--- config.mk ---
export PLATFORM = sky130hd
export DESIGN_NAME = receive_array
export DESIGN_NICKNAME = d
export VERILOG_FILES = /design/src/rtl/receive_array_pkg.sv /design/src/rtl/receive_array_uart_rx.sv /design/src/rtl/receive_array.sv
export SDC_FILE = /design/constraint.sdc
export NUM_CORES = 2
export LEC_CHECK = 0
export BUFFER_PORTS_ARGS = -buffer_cell sky130_fd_sc_hd__buf_2
export CAP_MARGIN = 20
export CORE_MARGIN = 3
export CORE_UTILIZATION = 40
export CTS_BUF_LIST = sky130_fd_sc_hd__clkbuf_4 sky130_fd_sc_hd__clkbuf_8 sky130_fd_sc_hd__clkbuf_16
export DETAILED_ROUTE_END_ITERATION = 7
export HOLD_SLACK_MARGIN = 0.03
export SLEW_MARGIN = 20
export SYNTH_ARGS = -nofsm -noshare
export SYNTH_HDL_FRONTEND = slang
export SYNTH_SLANG_ARGS = --single-unit
--- constraint.sdc ---
create_clock -name clk -period 5.6 [get_ports clk]
set_input_delay 1.68 -clock clk [delete_from_list [all_inputs] [get_ports clk]]
set_output_delay 1.68 -clock clk [all_outputs]
set_load 0.005 [all_outputs]
--- src/rtl/receive_array_pkg.sv ---
// Shared constants and state encodings for the framed UART receiver and its
// matching transmitter.
package receive_array_pkg;

    localparam int unsigned DELAY_FRAMES = 234;    // bit period - 1, in clk cycles
    localparam int unsigned N_WORDS      = 20;     // 32-bit words per frame
    localparam int unsigned HEADER_LEN   = 4;      // header bytes per frame
    localparam logic [7:0]  HEADER_BYTE  = 8'h01;  // value of every header byte
    localparam int unsigned TIMEOUT_BITS = 16;     // idle bit periods allowed in payload

    typedef enum logic {
        HUNT    = 1'b0,
        PAYLOAD = 1'b1
    } frame_state_t;

    typedef enum logic [2:0] {
        RX_IDLE      = 3'd0,
        RX_START     = 3'd1,
        RX_DATA      = 3'd2,
        RX_STOP      = 3'd3,
        RX_WAIT_HIGH = 3'd4
    } rx_state_t;

endpackage

--- src/rtl/receive_array_uart_rx.sv ---
// 8N1 byte receiver: two-flop synchronizer, start-bit glitch rejection,
// mid-bit sampling, stop-bit check.
module uart_rx
    import receive_array_pkg::*;
#(
    parameter int unsigned DELAY_FRAMES = receive_array_pkg::DELAY_FRAMES
) (
    input  logic       clk,
    input  logic       rst,
    input  logic       rx,
    output logic [7:0] data,
    output logic       byte_valid,
    output logic       frame_err
);

    localparam int unsigned BIT_CYC  = DELAY_FRAMES + 1;
    localparam int unsigned HALF_CYC = BIT_CYC / 2;
    localparam int unsigned CNT_W    = $clog2(BIT_CYC + 1);
    localparam logic [CNT_W-1:0] BIT_LAST  = CNT_W'(BIT_CYC - 1);
    localparam logic [CNT_W-1:0] HALF_LAST = CNT_W'(HALF_CYC - 1);

    logic             sync1;
    logic             sync2;
    logic             rx_prev;
    rx_state_t        state;
    logic [CNT_W-1:0] cnt;
    logic [2:0]       bit_idx;
    logic [7:0]       shreg;

    // Bring the asynchronous line into the clk domain; keep one extra stage for edge detect
    always_ff @(posedge clk) begin
        if (rst) begin
            sync1   <= 1'b1;
            sync2   <= 1'b1;
            rx_prev <= 1'b1;
        end else begin
            sync1   <= rx;
            sync2   <= sync1;
            rx_prev <= sync2;
        end
    end

    // Byte receiver state machine
    always_ff @(posedge clk) begin
        if (rst) begin
            state      <= RX_IDLE;
            cnt        <= '0;
            bit_idx    <= '0;
            shreg      <= '0;
            data       <= '0;
            byte_valid <= 1'b0;
            frame_err  <= 1'b0;
        end else begin
            byte_valid <= 1'b0;
            frame_err  <= 1'b0;
            case (state)
                RX_IDLE: begin
                    if (rx_prev && !sync2) begin
                        state <= RX_START;
                        cnt   <= '0;
                    end
                end
                RX_START: begin
                    if (cnt == HALF_LAST) begin
                        cnt     <= '0;
                        bit_idx <= '0;
                        state   <= sync2 ? RX_IDLE : RX_DATA;
                    end else begin
                        cnt <= cnt + 1'b1;
                    end
                end
                RX_DATA: begin
                    if (cnt == BIT_LAST) begin
                        cnt   <= '0;
                        shreg <= {sync2, shreg[7:1]};
                        if (bit_idx == 3'd7) begin
                            state <= RX_STOP;
                        end else begin
                            bit_idx <= bit_idx + 1'b1;
                        end
                    end else begin
                        cnt <= cnt + 1'b1;
                    end
                end
                RX_STOP: begin
                    if (cnt == BIT_LAST) begin
                        cnt <= '0;
                        if (sync2) begin
                            data       <= shreg;
                            byte_valid <= 1'b1;
                            state      <= RX_IDLE;
                        end else begin
                            frame_err <= 1'b1;
                            state     <= RX_WAIT_HIGH;
                        end
                    end else begin
                        cnt <= cnt + 1'b1;
                    end
                end
                RX_WAIT_HIGH: begin
                    if (sync2) begin
                        state <= RX_IDLE;
                    end
                end
                default: state <= RX_IDLE;
            endcase
        end
    end

endmodule

--- src/rtl/receive_array.sv ---
// Framed receiver: hunts for a run of header bytes, collects a fixed-size
// payload into a shadow buffer and publishes it atomically on u_out.
module receive_array
    import receive_array_pkg::*;
#(
    parameter int unsigned DELAY_FRAMES = receive_array_pkg::DELAY_FRAMES,
    parameter int unsigned N_WORDS      = receive_array_pkg::N_WORDS,
    parameter int unsigned HEADER_LEN   = receive_array_pkg::HEADER_LEN,
    parameter logic [7:0]  HEADER_BYTE  = receive_array_pkg::HEADER_BYTE,
    parameter int unsigned TIMEOUT_BITS = receive_array_pkg::TIMEOUT_BITS
) (
    input  logic                 clk,
    input  logic                 rst,
    input  logic                 uart_rx,
    output logic [32*N_WORDS-1:0] u_out,
    output logic                 frame_valid,
    output logic                 busy,
    output logic                 error
);

    localparam int unsigned N_BYTES     = 4 * N_WORDS;
    localparam int unsigned TIMEOUT_CYC = TIMEOUT_BITS * (DELAY_FRAMES + 1);
    localparam int unsigned HDR_W       = $clog2(HEADER_LEN + 1);
    localparam int unsigned IDX_W       = $clog2(N_BYTES);
    localparam int unsigned IDLE_W      = $clog2(TIMEOUT_CYC + 1);
    localparam logic [HDR_W-1:0]  HDR_LAST  = HDR_W'(HEADER_LEN - 1);
    localparam logic [IDX_W-1:0]  IDX_LAST  = IDX_W'(N_BYTES - 1);
    localparam logic [IDLE_W-1:0] IDLE_LAST = IDLE_W'(TIMEOUT_CYC - 1);

    logic [7:0]           rx_data;
    logic                 rx_valid;
    logic                 rx_ferr;

    frame_state_t         state;
    logic [HDR_W-1:0]     hdr_cnt;
    logic [IDX_W-1:0]     byte_idx;
    logic [IDLE_W-1:0]    idle_cnt;
    logic [32*N_WORDS-1:0] shadow;

    uart_rx #(
        .DELAY_FRAMES(DELAY_FRAMES)
    ) u_rx (
        .clk       (clk),
        .rst       (rst),
        .rx        (uart_rx),
        .data      (rx_data),
        .byte_valid(rx_valid),
        .frame_err (rx_ferr)
    );

    // Frame FSM with shadow buffer and registered outputs
    always_ff @(posedge clk) begin
        if (rst) begin
            state       <= HUNT;
            hdr_cnt     <= '0;
            byte_idx    <= '0;
            idle_cnt    <= '0;
            shadow      <= '0;
            u_out       <= '0;
            frame_valid <= 1'b0;
            busy        <= 1'b0;
            error       <= 1'b0;
        end else begin
            frame_valid <= 1'b0;
            error       <= 1'b0;
            case (state)
                HUNT: begin
                    if (rx_valid) begin
                        if (rx_data == HEADER_BYTE) begin
                            if (hdr_cnt == HDR_LAST) begin
                                state    <= PAYLOAD;
                                busy     <= 1'b1;
                                hdr_cnt  <= '0;
                                byte_idx <= '0;
                                idle_cnt <= '0;
                            end else begin
                                hdr_cnt <= hdr_cnt + 1'b1;
                            end
                        end else begin
                            hdr_cnt <= '0;
                        end
                    end else if (rx_ferr) begin
                        hdr_cnt <= '0;
                    end
                end
                PAYLOAD: begin
                    // A byte arriving in the timeout cycle takes priority over the abort.
                    if (rx_valid) begin
                        idle_cnt                   <= '0;
                        shadow[{byte_idx, 3'b000} +: 8] <= rx_data;
                        if (byte_idx == IDX_LAST) begin
                            // Final byte is merged straight into u_out so the publish
                            // happens on the edge after its byte_valid.
                            u_out       <= {rx_data, shadow[32*N_WORDS-9:0]};
                            frame_valid <= 1'b1;
                            state       <= HUNT;
                            busy        <= 1'b0;
                            hdr_cnt     <= '0;
                            byte_idx    <= '0;
                        end else begin
                            byte_idx <= byte_idx + 1'b1;
                        end
                    end else if (rx_ferr || idle_cnt == IDLE_LAST) begin
                        error    <= 1'b1;
                        state    <= HUNT;
                        busy     <= 1'b0;
                        hdr_cnt  <= '0;
                        byte_idx <= '0;
                        idle_cnt <= '0;
                    end else begin
                        idle_cnt <= idle_cnt + 1'b1;
                    end
                end
                default: begin
                    state <= HUNT;
                    busy  <= 1'b0;
                end
            endcase
        end
    end

endmodule

======== Word level (Yosys, flattened, before mapping) ========
Cells that the tools add are included.
word-level totals
  flip-flop bits (word level) ............. 1341
  bits of input ports ..................... 3
cells by class
  equal/unequal tests ..................... 24
  shift-type cells ........................ 2
  muxes and demuxes ....................... 57
  bitwise gates (word level) .............. 4
  reductions and logical operators ........ 21
  $add $sub $neg .......................... 6
operators by type and width
  cell                      count
  $bwmux 640                1
  $shift 8x12->640 const A  1
  $shiftx 8x12->640         1
  $mux 12                   5
  $mux 3                    17
  $mux 7                    6
  $mux 8                    3
  $pmux 12 s2               1
  $pmux 8 s3                1
  $mux 1                    16
  $pmux 3 s5                1
  $ne 2x1->1 const B        7
  $pmux 7 s2                1
  $add 12x1->12 const B     1
  $eq 12x12->1 const B      1
  $neg 10->12               1
  $pmux 3 s2                2
  $reduce_and 3->1          4
  $eq 3x2->1 const B        3
  $reduce_or 3->1           3
  $add 8x1->8 const B       1
  $eq 8x1->1 const B        1
  $eq 8x7->1 const B        1
  $eq 8x8->1 const B        1
  22 further kinds          34

======== Longest topological paths before layout ========
  depth in word-level cells ............... 5
  depth in mapped cells ................... 13
  depth with buffers taken out ............ 7

======== Modules after synthesis ========
A second synthesis with hierarchy kept.
unflattened totals
  cell total of the unflattened synthesis .. 5767
  area, all modules ....................... 49601.3 µm²
by module, submodules not included
  module         times used  cells an instance  seq. area each (µm²)  area each (µm²)
  receive_array  1           5587               25984.9               47972.3
  uart_rx        1           180                700.7                 1629.1

======== Worst setup path after synthesis ========
Ideal clock, no wire load.
  path kind ............................... flip-flop to flip-flop
  start point ............................. reg byte_idx[0]
  end point ............................... reg shadow[194]
  cell stages (with the launch flop) ...... 13
  data arrival time ....................... 3.046 ns
  path slack .............................. 2.422 ns
  required time ........................... 5.468 ns
  path through ............................ dfxtp_1 > buf_6 > clkbuf_1 > inv_1 > ha_1 > buf_2 > or3b_2 > a311oi_1 > or2_2 > clkbuf_1 > buf_2 > nand4_2 > mux2i_1
on the way
  cells in the longest elaborated chain, start to end .. 3
  elaborated cells between the ends (all ways) .. 4
  classes of those cells .................. add/sub: 1; shift: 2; mux: 1
RTL lines
  element                                                       RTL line              source
  start, declared                                               receive_array.sv:36   logic [IDX_W-1:0] byte_idx;
  start signal, assigned                                        receive_array.sv:101  byte_idx <= byte_idx + 1'b1;
  $neg 10->12 (*)                                               receive_array.sv:90   shadow[{byte_idx, 3'b000} +: 8] <= rx_data;
  $shiftx 8x12->640 / $shift 8x12->640 (equally long branches)  receive_array.sv:90
  $bwmux 640 (*)                                                receive_array.sv:90
  end signal, assigned by index                                 receive_array.sv:90
  end, declared                                                 receive_array.sv:38   logic [32*N_WORDS-1:0] shadow;
Every way passes the cells marked *; elsewhere a longest branch is shown, timed or not.
A chain may end at the register's enable or synchronous reset.

======== Final worst setup path ========
  start point ............................. reg byte_idx[0]
  end point ............................... reg shadow[142]
The elaborated chain is that of the path after synthesis.

==> impl_metrics.csv <==
group,metric,value,unit
placement,globalplace.congestion,0.914,
grt,antenna_found_initial,3,
synth,synth_edf_count,0,
detailed_routing,dr_total_vias,41400,
layout,syn2layout_area_growth,19.5,%
layout,fin_nets,6092,
grt,grt_max_degree,213,
worst_setup_path,worst_setup_path_end_kind,"flop",
synth,netlist_area,48700,um2
run_status,status,"finished clean",
worst_setup_path,worstPathRequired,6.27,ns
clock_network,cts_max_path_buffers,3,
sta,tightest_slew,1.12,ns
layout,drive_gt1_share,17.4,%
power,power_density,336,nW/um2
sta,drv_slew,0,
sta,setup_viol,0,
detailed_routing,wl_per_cell,22.4,um
clock_network,cts_buffers,144,
layout,fill_cells,11700,
detailed_routing,vias_per_cell,5.31,
sta,fin_crit,4.14,ns
synth,yosys_register_bits,1333,
power,ir_worst_vdd,0.278,mV
synth,synth_common_cells,"nand2_1 (1870), dfxtp_1 (1333), a21oi_1 (698)",
synth,async_reset_ff_share,0,%
layout,fin_cells,7803,
synth,netlist_instances,5615,
synth,yosys_warnings,0,
detailed_routing,drtAntennaViolNets,0,
sta,min_period_over_period,74.0,%
sta,max_slew_margin,24.7,%
worst_setup_path,critPathMaxFanout,21,
floorplan,start_util,40.5,%
detailed_routing,drt_pass1_iterations,5,
sta,timing.fmax,0.241,GHz
clock_network,clk_latency,0.76,ns
synth,yosysMostFrequentCell,"nand2_1",
clock_network,clk_pin_slew,0.06,ns
floorplan,fp.dieArea,126000,um2
clock_network,htreeDepth,4,
synth,ys_seq_area_share,54.8,%
placement,dp_cells,7539,
clock_network,cts_setup_buffers,0,
synth,synth_top_cell_area_share,54.8,%
floorplan,ioPinCount,646,
detailed_routing,wl,175,mm
floorplan,core_area,120000,um2
clock_network,cts_resized,0,
grt,grt_pass1_vias,38900,
worst_setup_path,worstSetupPathType,"flop to flop",
clock_network,cts_tree,"yes",
detailed_routing,drt_iter0_markers,3627,
clock_network,cts-root-buf,"clkbuf_16",
synth,syn_area_per_cell,8.67,um2
sta,rsz0062_at_grt,"no",
floorplan,die_w,355,um
grt,grt_overflow,0,
power,p_leak,23.9,nW
sta,skew,0.0243,ns
grt,grt_usage,26.6,%
floorplan,rows,127,
synth,yosys.area.top_type,"dfxtp_1",
sta,final_hold_viol_count,0,
sta,finalWorstSetupSlack,1.46,ns
job,maxCapViolCount,0,
synth,synth_ff_type,"dfxtp_1",
worst_setup_path,critical_path.startpoint_type,"flop",
detailed_routing,drc,0,
synth,ys_types,73,
synth,synth_area_leaders,"dfxtp_1 (55%), nand2_1 (14%), mux2i_1 (11%)",
sta,tns,0,ns
synth,synth_fp_nets,5630,
worst_setup_path,cp.arrival,4.81,ns
placement,io_buffers,645,
floorplan,die_y,355,um
clock_network,cts_hold_buffers,0,
sta,worst_hold_slack,0.420,ns
placement,hpwl,118,mm
clock_network,cts.sinks,1333,
placement,dp_slack,1.42,ns
grt,grt_pass1_wl,254,mm
worst_hold_path,min_path_type,"flop to flop",
[stage by stage]
| step | utilization [%] | power, W | area (um2) |
|---|---|---|---|
| floorplan | - | 0.00984 | 48700 |
| global placement | 44.2 | 0.00990 | 53200 |
| detailed placement | 44.2 | 0.00990 | 53200 |
| CTS | 48.3 | 0.0197 | 58100 |
| global route | 48.3 | 0.0200 | 58200 |
| finish | 48.4 | 0.0195 | 58200 |
[layout make-up]
class | count | area (um2) | area share [%]
Antenna cell | 2 | 5.00 | 0.00860
Clock buffer | 215 | 4430 | 7.62
Clock inverter | 43 | 505 | 0.869
Inverter | 11 | 48.8 | 0.0839
Multi-Input combinational cell | 3867 | 20500 | 35.3
Sequential cell | 1333 | 26700 | 45.9
Tap cell | 1612 | 2020 | 3.47
Timing Repair Buffer | 720 | 3910 | 6.72
[worst max-delay path: stages, from the launching register on]
cell and delay, ns:
dfxtp_2 0.46, inv_1 0.16, ha_1 0.51, or3b_2 0.49
a311oi_1 0.82, or2_2 0.59, nand4_1 0.66, mux2i_1 0.35
[cells in the final DEF, fill, tap and decap left out, types with 11 or more instances in the layout]
cell / n
nand2_1: 1869
mux2i_1: 512
a31oi_1: 11
buf_2: 644
nand2b_1: 24
clkbuf_16: 147
nand4_1: 47
o211ai_1: 13
nand3_1: 199
dfxtp_1: 1324
buf_4: 64
nor2_1: 113
a21oi_1: 697
nor2b_1: 16
nor3_1: 31
o21ai_0: 131
nor2_2: 11
clkbuf_4: 30
ha_1: 12
clkinv_2: 17
clkbuf_8: 39
[worst paths after layout]
path	cells past startpoint	endpoint	slack (ns)	from
worst max-delay path	7	shadow[142]	1.46	byte_idx[0]
worst min-delay path	1	u_rx.sync2	0.42	u_rx.sync1
worst max register to register	7	shadow[142]	1.46	byte_idx[0]
worst min register to register	1	u_rx.sync2	0.42	u_rx.sync1
[power by group]
group	internal [W]	leakage, nW	switching, W
Clock	0.00583	2.48	0.00400
Sequential	0.00948	10.7	0.00000252
Combinational	0.0000193	10.7	0.000181
[kinds of logic after synthesis]
family	share of synthesized area, %
simple gates	20.4
flops	54.8
compound gates	10.4
mux	10.7
buf+inv	3.30
fa+ha+maj	0.308
xor+xnor	0.108
[registers in the layout, indices dropped and copies added (netlist names), 3 cells and up]
register / flops
u_out: 640
shadow: 632
idle_cnt: 12
u_rx.cnt: 8
u_rx.data: 8
u_rx.shreg: 8
byte_idx: 7
hdr_cnt: 3
u_rx.bit_idx: 3
u_rx.state: 3
[layer usage]
metal	vias up	GRT usage [%]	wire length, um
li1	19700	-	-
met1	20100	34.8	74900
met2	1377	43.2	81100
met3	311	5.04	11700
met4	0	11.1	7450
met5	-	0	0
No activity file was read; power rests on OpenSTA's default activity.
